**config.mk**
```make
export PLATFORM = sky130hd
export DESIGN_NAME = div16by8_seq_flat
export DESIGN_NICKNAME = d
export VERILOG_FILES = /design/src/rtl/div16by8_seq_if.sv /design/src/rtl/div16by8_seq.sv /design/src/flat_wrapper.sv
export SDC_FILE = /design/constraint.sdc
export NUM_CORES = 1
export LEC_CHECK = 0
export ABC_AREA = 0
export BUFFER_PORTS_ARGS = -buffer_cell sky130_fd_sc_hd__buf_2
export CAP_MARGIN = 10
export CORE_AREA = 2 2 88 90
export DETAILED_ROUTE_END_ITERATION = 7
export DIE_AREA = 0 0 90 92
export PLACE_DENSITY_LB_ADDON = 0.08
export SKIP_LAST_GASP = 1
export SYNTH_ARGS = -nofsm -noshare
export SYNTH_HDL_FRONTEND = slang
export SYNTH_SLANG_ARGS = --single-unit
```
**constraint.sdc**
```tcl
create_clock -name clk -period 5.9 [get_ports clk]
set_input_delay 1.18 -clock clk [delete_from_list [all_inputs] [get_ports clk]]
set_output_delay 1.18 -clock clk [all_outputs]
set_load 0.005 [all_outputs]
```
**src/rtl/div16by8_seq_if.sv**
```systemverilog
// Handshake bundle for div16by8_seq: operand side (in_*) and result side (out_*).
// The slave modport is the divider's view; master is the driver/consumer side.
interface div16by8_seq_if;
  logic        in_valid;
  logic        in_ready;
  logic [15:0] p_in;
  logic [7:0]  b_in;
  logic        out_valid;
  logic        out_ready;
  logic [7:0]  q;
  logic [7:0]  r;
  logic        ovf;
  logic        dz;

  modport master (
    output in_valid, p_in, b_in, out_ready,
    input  in_ready, out_valid, q, r, ovf, dz
  );

  modport slave (
    input  in_valid, p_in, b_in, out_ready,
    output in_ready, out_valid, q, r, ovf, dz
  );
endinterface

```
**src/rtl/div16by8_seq.sv**
```systemverilog
// Sequential restoring divider, 16/8 -> 8-bit quotient and remainder, one bit per clock.
// Optional macro DIV_FAST_EXIT_EN: error cases skip the 8 iterations and finish on E+1.
//
// state  | meaning
// S_IDLE | in_ready high, waiting for operands
// S_BUSY | one restoring iteration per edge, cnt 7 down to 0
// S_SKIP | single-cycle bypass for overflow / divide-by-zero (fast exit only)
// S_DONE | out_valid high, results held until out_ready
module div16by8_seq (
  input  logic              clk,
  input  logic              rst,
  div16by8_seq_if.slave     bus
);

  typedef enum logic [1:0] {S_IDLE, S_BUSY, S_SKIP, S_DONE} state_t;

  state_t      r_state;
  state_t      w_next;
  logic [7:0]  r_plo;
  logic [7:0]  r_b;
  logic [7:0]  r_rem;
  logic [7:0]  r_qw;
  logic [2:0]  r_cnt;
  logic [7:0]  r_q_o;
  logic [7:0]  r_r_o;
  logic        r_ovf;
  logic        r_dz;

  logic        w_accept;
  logic        w_err_in;
  logic [8:0]  w_t;
  logic [8:0]  w_diff;
  logic        w_ge;
  logic [7:0]  w_rem_next;
  logic [7:0]  w_q_next;

  // b_in == 0 also satisfies hi >= b, so one compare covers both error kinds
  assign w_accept   = (r_state == S_IDLE) && bus.in_valid;
  assign w_err_in   = (bus.p_in[15:8] >= bus.b_in);

  assign w_t        = {r_rem, r_plo[r_cnt]};
  assign w_ge       = (w_t >= {1'b0, r_b});
  assign w_diff     = w_t - {1'b0, r_b};
  assign w_rem_next = w_ge ? w_diff[7:0] : w_t[7:0];
  assign w_q_next   = r_qw | ({7'd0, w_ge} << r_cnt);

  always_ff @(posedge clk) begin
    if (rst) r_state <= S_IDLE;
    else     r_state <= w_next;
  end

  always_comb begin
    w_next = r_state;
    case (r_state)
      S_IDLE: begin
        if (bus.in_valid) begin
`ifdef DIV_FAST_EXIT_EN
          w_next = w_err_in ? S_SKIP : S_BUSY;
`else
          w_next = S_BUSY;
`endif
        end
      end
      S_BUSY:  if (r_cnt == 3'd0) w_next = S_DONE;
      S_SKIP:  w_next = S_DONE;
      S_DONE:  if (bus.out_ready) w_next = S_IDLE;
      default: w_next = S_IDLE;
    endcase
  end

  always_ff @(posedge clk) begin
    if (rst) begin
      r_plo <= 8'd0;
      r_b   <= 8'd0;
      r_rem <= 8'd0;
      r_qw  <= 8'd0;
      r_cnt <= 3'd0;
      r_q_o <= 8'd0;
      r_r_o <= 8'd0;
      r_ovf <= 1'b0;
      r_dz  <= 1'b0;
    end else begin
      case (r_state)
        S_IDLE: begin
          if (w_accept) begin
            r_plo <= bus.p_in[7:0];
            r_b   <= bus.b_in;
            r_rem <= bus.p_in[15:8];
            r_qw  <= 8'd0;
            r_cnt <= 3'd7;
            r_dz  <= (bus.b_in == 8'd0);
            r_ovf <= (bus.b_in != 8'd0) && w_err_in;
          end
        end
        S_BUSY: begin
          r_rem <= w_rem_next;
          r_qw  <= w_q_next;
          if (r_cnt == 3'd0) begin
            // error results override whatever the iterations produced
            r_q_o <= (r_ovf || r_dz) ? 8'hFF : w_q_next;
            r_r_o <= (r_ovf || r_dz) ? 8'h00 : w_rem_next;
          end else begin
            r_cnt <= r_cnt - 3'd1;
          end
        end
        S_SKIP: begin
          r_cnt <= 3'd0;
          r_q_o <= 8'hFF;
          r_r_o <= 8'h00;
        end
        default: ;
      endcase
    end
  end

  assign bus.in_ready  = (r_state == S_IDLE);
  assign bus.out_valid = (r_state == S_DONE);
  assign bus.q         = r_q_o;
  assign bus.r         = r_r_o;
  assign bus.ovf       = r_ovf;
  assign bus.dz        = r_dz;

endmodule

```
**src/flat_wrapper.sv**
```systemverilog
// flat-port wrapper written by rule: the top's interface ports become plain ports
module div16by8_seq_flat 
  (clk, rst, bus_in_valid, bus_p_in, bus_b_in, bus_out_ready, bus_in_ready, bus_out_valid, bus_q, bus_r, bus_ovf, bus_dz);
  div16by8_seq_if bus_i ();
  input  logic clk;
  input  logic rst;
  input wire logic [$bits(bus_i.in_valid)-1:0] bus_in_valid;
  input wire logic [$bits(bus_i.p_in)-1:0] bus_p_in;
  input wire logic [$bits(bus_i.b_in)-1:0] bus_b_in;
  input wire logic [$bits(bus_i.out_ready)-1:0] bus_out_ready;
  output wire logic [$bits(bus_i.in_ready)-1:0] bus_in_ready;
  output wire logic [$bits(bus_i.out_valid)-1:0] bus_out_valid;
  output wire logic [$bits(bus_i.q)-1:0] bus_q;
  output wire logic [$bits(bus_i.r)-1:0] bus_r;
  output wire logic [$bits(bus_i.ovf)-1:0] bus_ovf;
  output wire logic [$bits(bus_i.dz)-1:0] bus_dz;
  assign bus_i.in_valid = bus_in_valid;
  assign bus_i.p_in = bus_p_in;
  assign bus_i.b_in = bus_b_in;
  assign bus_i.out_ready = bus_out_ready;
  assign bus_in_ready = bus_i.in_ready;
  assign bus_out_valid = bus_i.out_valid;
  assign bus_q = bus_i.q;
  assign bus_r = bus_i.r;
  assign bus_ovf = bus_i.ovf;
  assign bus_dz = bus_i.dz;
  div16by8_seq u_core (.clk(clk), .rst(rst), .bus(bus_i));
endmodule
```
# ---- Yosys cells after proc, flatten, opt, wreduce, memory -nomap -nowiden
# Cells that the tools add are included.
dict set report word_totals {
  regBits 55
  input_bits 28
  output_inout_bits 20
  elab_cells 60
}
dict set report classes {
  addsub 2
  order_cmp 3
  eq_ne 8
  shift 1
  n_mux 20
  bitwise 1
  reduce_logical 15
}
# operator n
set ops {}
lappend ops {{8-bit case mux with 2 select lines} 4}
lappend ops {{8-bit 2-to-1 mux} 7}
lappend ops {{9-bit by 8-bit greater-or-equal comparator with 1-bit output} 1}
lappend ops {{3-bit case mux with 3 select lines} 1}
lappend ops {{8-bit greater-or-equal comparator} 1}
lappend ops {{8-bit zero test} 1}
lappend ops {{8-bit bitwise OR} 1}
lappend ops {{2-bit case mux with 4 select lines} 1}
lappend ops {{8-bit nonzero test} 1}
lappend ops {{1-bit by 3-bit left shift with 8-bit output} 1}
lappend ops {{8-bit subtractor} 1}
lappend ops {{2-bit 2-to-1 mux} 3}
lappend ops {{3-bit 2-to-1 mux} 2}
lappend ops {{2-bit inequality test (second input constant)} 3}
lappend ops {{2-bit AND reduction} 3}
lappend ops {{3-bit AND reduction} 2}
lappend ops {{2-bit equality test (second input constant)} 2}
lappend ops {{3-bit by 4-bit < comparator with 1-bit output (second input constant)} 1}
lappend ops {{2-bit by 1-bit inequality test with 1-bit output (second input constant)} 2}
lappend ops {{2-bit nonzero test} 2}
lappend ops {{1-bit binary-select mux with 3-bit select} 1}
lappend ops {{3-bit zero test} 1}
lappend ops {{3-bit nonzero test} 1}
lappend ops {{3-bit by 1-bit subtractor with 3-bit output (second input constant)} 1}
lappend ops {{other kinds (5)} 6}

# ---- Depth between registers and ports, before layout
# Gate-level depths: netlist (run 1).
dict set report logic_depth {
  ltp_word 8
  ltp_mapped 12
  depth_no_buf 11
}

# ---- Least setup slack after synthesis (run 1)
# OpenSTA, ideal clock, no wires.
dict set report synth_path {
  kind {flip-flop to flip-flop}
  from {reg u_core.r_cnt[1]}
  to {reg u_core.r_rem[6]}
  setup_ns 0.086
  arrival_time_ns 2.821
  t_required_ns 5.814
  path_slack_ns 2.993
  stages_incl_launch_ff 13
  path_buffers 1
  synth_period_minus_slack_ns 2.907
  cell_sequence {dfxtp_1 clkbuf_1 mux4_2 mux2i_1 ha_1 inv_1 fa_1 a211oi_1 o21bai_1 a21oi_1 xnor2_1 mux2i_1 a211oi_1}
}
dict set report synth_via {
  elab_chain_len 5
  word_cells_on_any_way 6
  classes_between {1 x add/sub; 1 x order compare; 4 x mux}
}
# element line_no
set synth_lines {}
lappend synth_lines {{from (decl)} div16by8_seq.sv:23} ;# logic [2:0] r_cnt;
lappend synth_lines {{from (signal assigned)} div16by8_seq.sv:103} ;# r_cnt <= r_cnt - 3'd1;
lappend synth_lines {{1-bit binary-select mux with 3-bit select *} div16by8_seq.sv:41} ;# assign w_t = {r_rem, r_plo[r_cnt]};
lappend synth_lines {{1-bit 2-to-1 mux (not written as such) *} div16by8_seq.sv:41}
lappend synth_lines {{8-bit subtractor / 9-bit by 8-bit greater-or-equal comparator with 1-bit output (equally long branches)} {div16by8_seq.sv:43, div16by8_seq.sv:42}}
lappend synth_lines {{8-bit 2-to-1 mux *} div16by8_seq.sv:44} ;# assign w_rem_next = w_ge ? w_diff[7:0] : w_t[7:0];
lappend synth_lines {{8-bit case mux with 2 select lines *} div16by8_seq.sv:83} ;# case (r_state)
lappend synth_lines {{to (signal assigned)} div16by8_seq.sv:88} ;# r_rem <= bus.p_in[15:8];
lappend synth_lines {{to (signal assigned)} div16by8_seq.sv:96} ;# r_rem <= w_rem_next;
lappend synth_lines {{to (decl)} div16by8_seq.sv:21} ;# logic [7:0] r_rem;
# Mark *: on every way between the ends. The rest lies on a longest branch, timed or not. The select of a mux whose other input is x is not followed.
# A chain may end at the register's enable or synchronous reset.

# ---- Worst setup path in the final report (run 1)
dict set report layout_path {
  from {reg u_core.r_cnt[1]}
  to {reg u_core.r_rem[4]}
}
# The elaborated chain is that of the path after synthesis.

==> metrics.txt, run 1 <==
achievable frequency 0.313 GHz; sequential-to-total area share from yosys stat 38.2%; Post-CTS Setup Bufs 0; CTS Hold Bufs 0; synth warn 0; WP data required 6.06 ns; Setup-failing EPs final 0; die area 0.00828 mm^2; Arr. time, crit path 3.35 ns; Final GP Congestion 0.845; DR iter-0 viols 98; CP max FO 21; non-filler cells, final 481; Antenna Nets Post-Route 0; final setup margin 2.70 ns; initial antenna violation count 0; Post-DP HPWL 5.12 mm; n_diodes 0; skew final 0.00774 ns; Netlist Area Pre-Place 0.00288 mm^2; DR vias 2,462; GRT Util Overall 16.5%; Worst-path clk slew 0.10 ns; first-pass GRT wire length 11.2 mm; dpl ws 2.73 ns; clock sinks 55; routed vias/inst 5.12; clk_lat worst skew 0.30 ns; Worst R2R Start u_core.r_cnt[1]$_SDFFE_PP0P_; area added between synthesis and finish 13.9%; Tmin final 3.20 ns; core area 0.00745 mm^2; Worst Setup SP u_core.r_cnt[1]$_SDFFE_PP0P_; post-synth net total 393; peak supply drop 176 uV; #FFs+latches synth 55; critical path capture point type flop; Avg WL per Cell 13.9 um; ys async rst share 0%; Root Buffer Master clkbuf_8; Die X 90 um; H-tree Lvls 2; pin count of the biggest net entering global routing 45; top-area cell type share of the netlist area 38.2%; Crit Path Class flop to flop; period utilization 54.2%; Bufs on Longest Clock Path 2; max_cap viols 0; leakage 1.39 nW; FP Rows 32; iteration count of the initial detailed-routing pass 4; Syn Area/Cell 8.44 um^2; Die Span Y 92 um; unrepaired setup endpoints after global routing no; slew margin rel. 46.1%; Power Density 558 mW/mm^2; Post-synth EDFFs 0; total gr overflow 0; status completed; number of buffers added on ports 47; DRC viols 0; drt total wl 6.69 mm; Num CTS Buffers 5; CTS resizes 0; Setup TNS 0 ns; share of post-route cells with drive strength above 1 15.8%; Mapped Cells 341; min-delay src u_core.bus.r[1]$_SDFFE_PP0P_; area leader, netlist dfxtp_1; final hold vios 0; nets@finish 431; R2R Setup Slk 2.70 ns; Ports 48; CP Launch Type flop; initial core utilization 38.7%; Main synth FF type dfxtp_1; worst-margin pin slew 0.809 ns; Slew Limit Fails 0; synth top area cells dfxtp_1 38%, ha_1 10%, nand2_1 6.3%; Hold WS 0.453 ns; HP Class flop to flop; Inst Count DP 474; number of distinct library cells after synthesis 48; vias in the first global route 2,248; CTS tree yes
-- through the flow --
step	power (mW)	util, %	area [um^2]
floorplan	1.37	-	2880
global placement	1.59	42.7	3180
detailed placement	1.60	42.7	3180
CTS	1.84	44.0	3280
global route	1.99	44.0	3280
finish	1.83	44.0	3280
-- layer usage --
layer | share of wire [%] | routed length [um] | GRT usage (%)
met5 | 0 | 0 | 0
met4 | 1.2 | 79 | 4.23
met3 | 6.7 | 447 | 4.11
met2 | 40 | 2690 | 23.8
met1 | 52 | 3470 | 24.4
-- synth_stat cells (2+ instances only) --
cell,instances
o21ai_0,15
a22oi_1,3
inv_1,23
and3_1,2
xnor2_1,2
nand2b_1,3
a21oi_1,23
o31a_1,4
a21o_1,5
nor3_1,3
dfxtp_1,55
ha_1,23
nor2b_1,2
nand2_1,48
nor4b_1,2
xor2_1,3
o21a_1,10
nand3_1,2
nor4_1,11
mux2i_1,9
o21ai_1,4
and2_1,2
mux4_2,2
a211oi_1,9
nor2_1,29
clkbuf_1,14
or3_1,2
o22ai_1,11
-- final timing paths --
path / to / cells after the start
setup reg to reg: u_core.r_rem[4]$_SDFFE_PP0P_ / 10
hold / removal: u_core.bus.r[1]$_SDFFE_PP0P_ / 2
hold reg to reg: u_core.bus.r[1]$_SDFFE_PP0P_ / 2
setup / recovery: u_core.r_rem[4]$_SDFFE_PP0P_ / 10
-- cell families (layout without fill, tap and decap cells) --
kind of cell | Yosys count | count (layout) | synth area share, %
simple gates | 111 | 111 | 17.5
buf+inv | 41 | 79 | 5.78
mux | 12 | 12 | 5.08
fa+ha+maj | 24 | 24 | 10.7
compound gates | 93 | 93 | 21.2
xor+xnor | 5 | 5 | 1.52
flops | 55 | 55 | 38.2
-- power breakdown --
group / internal, mW / switching (mW)
logic: 0.438 / 0.584
registers: 0.472 / 0.0933
clock network: 0.125 / 0.117
-- layout make-up --
cell class | count | area [um^2]
Clock buffer | 6 | 72.6
Clock inverter | 1 | 30.0
Fill cell | 798 | 4170
Inverter | 23 | 86.3
Multi-Input combinational cell | 245 | 1610
Sequential cell | 55 | 1100
Tap cell | 102 | 128
Timing Repair Buffer | 49 | 250
-- registers in the layout, summed over array words and instances, names as in the netlist --
signal,flops
u_core.r_qw,8
u_core.bus.dz,1
u_core.bus.ovf,1
u_core.r_cnt,3
u_core.r_b,8
u_core.r_rem,8
u_core.r_plo,8
u_core.r_state,2
u_core.bus.r,8
u_core.bus.q,8
-- worst max-delay path: stages (launching register included) --
cell and delay, ns:
dfxtp_1 0.51, mux4_2 0.53, mux2i_1 0.25, ha_1 0.22
nor2b_1 0.06, o21ai_1 0.20, a31oi_1 0.17, a2111oi_4 0.33
buf_4 0.32, mux2i_1 0.34, a211oi_1 0.12
-- placed cells by master (no fill, tap or decap), types with 3 or more instances in the layout --
master	synthesis	final
dfxtp_1	55	55
nand2_1	48	48
buf_2	1	47
nor2_1	29	29
inv_1	23	23
a21oi_1	23	23
ha_1	23	23
o21ai_0	15	15
nor4_1	11	11
o22ai_1	11	11
o21a_1	10	10
mux2i_1	9	9
a211oi_1	9	9
a21o_1	5	5
clkbuf_8	0	5
o21ai_1	4	4
o31a_1	4	4
nor3_1	3	3
nand2b_1	3	3
a22oi_1	3	3
xor2_1	3	3
No activity file was read; power rests on OpenSTA's default activity.
==> inputs of run 2 (changes only) <==
==> constraint.sdc (replaced) <==
create_clock -name clk -period 3.2 [get_ports clk]
set_input_delay 0.64 -clock clk [delete_from_list [all_inputs] [get_ports clk]]
set_output_delay 0.64 -clock clk [all_outputs]
set_load 0.005 [all_outputs]
==> run 2 against run 1 <==
Sequential share of layout area fell by 0.54 points. First-iteration DRC count rose by 23%. Design area rose by 2.0%. Critical path type unchanged.
==> metrics.txt, run 2 (synthesis gave the netlist of run 1 again) <==
status completed; Worst-path clk slew 0.10 ns; core area 0.00745 mm^2; Setup TNS 0 ns; unrepaired setup endpoints after global routing no; Num CTS Buffers 5; Max stage delay on crit path 0.51 ns; number of buffers added on ports 47; Die Span Y 92 um; total gr overflow 0; die area 0.00828 mm^2; initial core utilization 38.7%; area added between synthesis and finish 16.2%; Post-DP HPWL 5.30 mm; CTS Hold Bufs 0; Power Density 1050 mW/mm^2; final setup margin 0.256 ns; initial antenna violation count 0; period utilization 92.0%; Gate power share 57.5%; fin util 44.9%; Flop pwr share 29.4%; final hold vios 0; max_cap viols 0; clk_lat worst skew 0.31 ns; GRT Util Overall 17.2%; slowest stage cell, crit path mux4_2; Bufs on Longest Clock Path 2; Arr. time, crit path 3.12 ns; DRC viols 0; Root Buffer Master clkbuf_8; Tot Pwr 3.50 mW; CTS resizes 0; Sw Ratio 43.2%; Post-CTS Setup Bufs 0; pin count of the biggest net entering global routing 26; n_diodes 0; dpl ws 0.133 ns; Ports 48; Slew Limit Fails 0; Worst R2R Start u_core.r_cnt[1]$_SDFFE_PP0P_; Antenna Nets Post-Route 0; Final GP Congestion 0.837; skew final 0.00960 ns; CP Launch Type flop; drt total wl 6.95 mm; Crit Path Class flop to flop; R2R Setup Slk 0.26 ns; most frequent cells in the layout 54 x dfxtp_1, 48 x nand2_1, 47 x buf_2; peak supply drop 494 uV; routed vias/inst 5.07; Setup-failing EPs final 0; achievable frequency 0.340 GHz; DR iter-0 viols 121; first-pass GRT wire length 11.5 mm; Worst Setup SP u_core.r_cnt[1]$_SDFFE_PP0P_; Cell Chain, Critical Path mux4_2 -> mux2i_2 -> ha_1 -> nor2b_1 -> o21ai_1 -> a31oi_1 -> a2111oi_4 -> buf_12 -> mux2i_1 -> a211oi_1; RR Endpoint u_core.r_rem[7]$_SDFFE_PP0P_; nets@finish 435; R2R cell count 10; slew margin rel. 57.8%; Tmin final 2.94 ns; vias in the first global route 2,258; CTS tree yes; commonest non-fill, non-tap cell in the layout dfxtp_1; share of post-route cells with drive strength above 1 18.0%; CP max FO 21; WP data required 3.37 ns; Avg WL per Cell 14.3 um; iteration count of the initial detailed-routing pass 4; HP Class flop to flop; critical path capture point type flop; net switching power 1.51 mW; crit path to u_core.r_rem[7]$_SDFFE_PP0P_; clock network power share 13.2%; worst-margin pin slew 0.631 ns; H-tree Lvls 2; Pint 1.99 mW; clock sinks 55; FP Rows 32; Die X 90 um; leakage 1.42 nW; DR vias 2,463
run 2: power by group through the flow:
stage / logic, mW / registers, mW / clock network (mW)
after global placement: 1.98 / 1.04 / 0
after detailed placement: 1.99 / 1.04 / 0
after CTS: 2.00 / 1.03 / 0.481
final: 2.01 / 1.03 / 0.461
after floorplan: 1.55 / 0.984 / 0
after global routing: 2.24 / 1.06 / 0.514
run 2: per-layer routing:
layer	track usage (%)	share of wire, %	vias to the layer above
li1	-	-	1285
met1	26.1	54	1131
met2	24.9	42	45
met3	2.96	3.4	2
met4	4.23	0.63	0
met5	0	0	-
run 2: final cells by class:
class,count,area (um^2)
Clock inverter,3,43.8
Tap cell,102,128
Clock buffer,5,68.8
Fill cell,788,4100
Multi-Input combinational cell,245,1620
Timing Repair Buffer,53,293
Inverter,23,86.3
Sequential cell,55,1100
run 2: how the worst min path moves through the flow:
stage / start / cells after the start / end
2_1_floorplan: u_core.r_plo[4]$_SDFFE_PP0P_ / 2 / u_core.r_plo[4]$_SDFFE_PP0P_
3_3_place_gp: u_core.bus.r[2]$_SDFFE_PP0P_ / 2 / u_core.bus.r[2]$_SDFFE_PP0P_
3_5_place_dp: u_core.bus.r[1]$_SDFFE_PP0P_ / 2 / u_core.bus.r[1]$_SDFFE_PP0P_
4_1_cts: u_core.r_b[6]$_SDFFE_PP0P_ / 2 / u_core.r_b[6]$_SDFFE_PP0P_
5_1_grt: u_core.r_b[6]$_SDFFE_PP0P_ / 2 / u_core.r_b[6]$_SDFFE_PP0P_
6_report: u_core.bus.r[1]$_SDFFE_PP0P_ / 2 / u_core.bus.r[1]$_SDFFE_PP0P_
run 2: critical path, delay by kind of cell (launching register included):
kind	cells	cell delay [ns]
AOI/OAI and AO/OA	4	0.88
and+or+nand+nor	1	0.06
DFF	1	0.41
muxes	3	1.03
adders and majority gates	1	0.21
buffers and inverters	1	0.22
run 2: stage by stage:
step / instance area (um^2) / std cells / hold WS, ns
3_3_place_gp: 3220 / 478 / 0.440
5_1_grt: 3340 / 486 / 0.479
2_1_floorplan: 2880 / 341 / 0.433
6_report: 3340 / 486 / 0.455
4_1_cts: 3330 / 486 / 0.460
3_5_place_dp: 3220 / 478 / 0.437
==> inputs of run 3 (changes only) <==
--- a/config.mk
+++ b/config.mk
@@ -11,7 +11,7 @@
 export CORE_AREA = 2 2 88 90
 export DETAILED_ROUTE_END_ITERATION = 7
 export DIE_AREA = 0 0 90 92
-export PLACE_DENSITY_LB_ADDON = 0.08
+export PLACE_DENSITY_LB_ADDON = 0.15
 export SKIP_LAST_GASP = 1
 export SYNTH_ARGS = -nofsm -noshare
 export SYNTH_HDL_FRONTEND = slang
==> run 3 against run 2 <==
Die area unchanged. Worst hold slack better by 0.0040 ns. Power decreased by 1.9%. Clock skew decreased by 0.0059 ns. Critical path type unchanged. Largest cell class unchanged.
==> metrics.txt, run 3 (synthesis gave the netlist of run 1 again) <==
Bufs on Longest Clock Path 2; initial core utilization 38.7%; Num CTS Buffers 5; fin area 0.00332 mm^2; share of post-route cells with drive strength above 1 18.2%; Setup-failing EPs final 0; nets@finish 436; commonest non-fill, non-tap cell in the layout dfxtp_1; achievable frequency 0.344 GHz; Worst R2R Start u_core.r_cnt[1]$_SDFFE_PP0P_; Die Span Y 92 um; GRT Util Overall 17.1%; area added between synthesis and finish 15.4%; CP Launch Type flop; Post-DP HPWL 5.24 mm; CP max FO 3; dpl ws 0.205 ns; iteration count of the initial detailed-routing pass 4; net switching power 1.53 mW; CTS resizes 0; skew final 0.00375 ns; pin count of the biggest net entering global routing 27; WP data required 3.44 ns; Worst-path clk slew 0.10 ns; routed vias/inst 5.10; Worst Setup SP u_core.r_cnt[1]$_SDFFE_PP0P_; peak supply drop 373 uV; vias in the first global route 2,303; H-tree Lvls 2; Sw Ratio 44.5%; leakage 1.40 nW; final hold vios 0; Pint 1.91 mW; clock network power share 11.4%; drt total wl 6.79 mm; critical path capture point type flop; clock sinks 55; status completed; Final GP Congestion 0.823; worst-margin pin slew 0.694 ns; Antenna Nets Post-Route 0; Cell Area, Placed 0.00321 mm^2; RR Endpoint u_core.r_rem[6]$_SDFFE_PP0P_; DR iter-0 viols 160; WL met1 3.43 mm; Layout fillers 792; DR vias 2,482; CTS tree yes; CTS Hold Bufs 0; met2 wire len 2.93 mm; Slew Limit Fails 0; Crit Path Class flop to flop; crit path to u_core.r_rem[6]$_SDFFE_PP0P_; max_cap viols 0; HP Class flop to flop; Avg WL per Cell 13.9 um; final setup margin 0.296 ns; n_diodes 0; clk_lat worst skew 0.31 ns; first-pass GRT wire length 11.5 mm; Setup TNS 0 ns; Power Density 1030 mW/mm^2; initial antenna violation count 0; unrepaired setup endpoints after global routing no; Arr. time, crit path 3.14 ns; number of buffers added on ports 47; most frequent cells in the layout 55 x dfxtp_1, 48 x nand2_1, 47 x buf_2; Tmin final 2.90 ns; total gr overflow 0; uppermost routed layer met4; Met3 Wirelength 314 um; DRC viols 0; period utilization 90.8%; Gate power share 59.0%; core area 0.00745 mm^2; R2R Setup Slk 0.30 ns; die area 0.00828 mm^2; fin util 44.6%; Ports 48; Root Buffer Master clkbuf_8; R2R cell count 11; FP Rows 32; Post-CTS Setup Bufs 0; Die X 90 um; slew margin rel. 53.4%; Flop pwr share 29.6%
-- run 3: power groups by stage --
| stage | Sequential (mW) | Clock (mW) | Combinational (mW) |
|---|---|---|---|
| global route | 1.05 | 0.427 | 2.28 |
| detailed placement | 1.03 | 0 | 1.96 |
| CTS | 1.02 | 0.403 | 1.97 |
| finish | 1.02 | 0.391 | 2.03 |
| floorplan | 0.984 | 0 | 1.55 |
| global placement | 1.03 | 0 | 1.94 |
-- run 3: worst min path at each step --
stage	startpoint	end	slack, ns	cells after the start
finish	u_core.r_b[5]$_SDFFE_PP0P_	u_core.r_b[5]$_SDFFE_PP0P_	0.46	2
detailed placement	u_core.bus.r[5]$_SDFFE_PP0P_	u_core.bus.r[5]$_SDFFE_PP0P_	0.44	2
CTS	u_core.r_plo[4]$_SDFFE_PP0P_	u_core.r_plo[4]$_SDFFE_PP0P_	0.46	2
global route	u_core.bus.r[5]$_SDFFE_PP0P_	u_core.bus.r[5]$_SDFFE_PP0P_	0.48	2
floorplan	u_core.r_plo[4]$_SDFFE_PP0P_	u_core.r_plo[4]$_SDFFE_PP0P_	0.43	2
global placement	u_core.bus.r[2]$_SDFFE_PP0P_	u_core.bus.r[2]$_SDFFE_PP0P_	0.43	2
-- run 3: worst max-delay path: stages (launching register included) --
cell and delay, ns:
dfxtp_1 0.41, mux4_2 0.53, mux2i_2 0.23, ha_1 0.22, inv_1 0.06, fa_1 0.41
a211oi_2 0.24, o21bai_1 0.11, a21oi_1 0.18, xnor2_1 0.13, mux2i_1 0.10, a211oi_1 0.22
-- run 3: cell type report --
cell class,count,area [um^2],share of cell area (%)
inverter,23,86.3,2.60
sequential,55,1100,33.1
clock buffer,5,68.8,2.07
clock inverter,3,20.0,0.602
timing repair buffer,54,295,8.89
multi-input combinational,245,1620,48.9
tap,102,128,3.84
-- run 3: per-stage QoR --
stage	cells	power (mW)	hold slack [ns]
6_report	487	3.44	0.459
5_1_grt	487	3.76	0.476
4_1_cts	487	3.39	0.464
3_3_place_gp	479	2.97	0.432
2_1_floorplan	341	2.53	0.433
3_5_place_dp	479	2.99	0.442
-- run 3: per-layer routing --
layer	global-route usage [%]	vias to the layer above
met5	0	-
met4	5.77	0
met3	3.20	9
met2	25.6	63
met1	24.8	1123
li1	-	1287
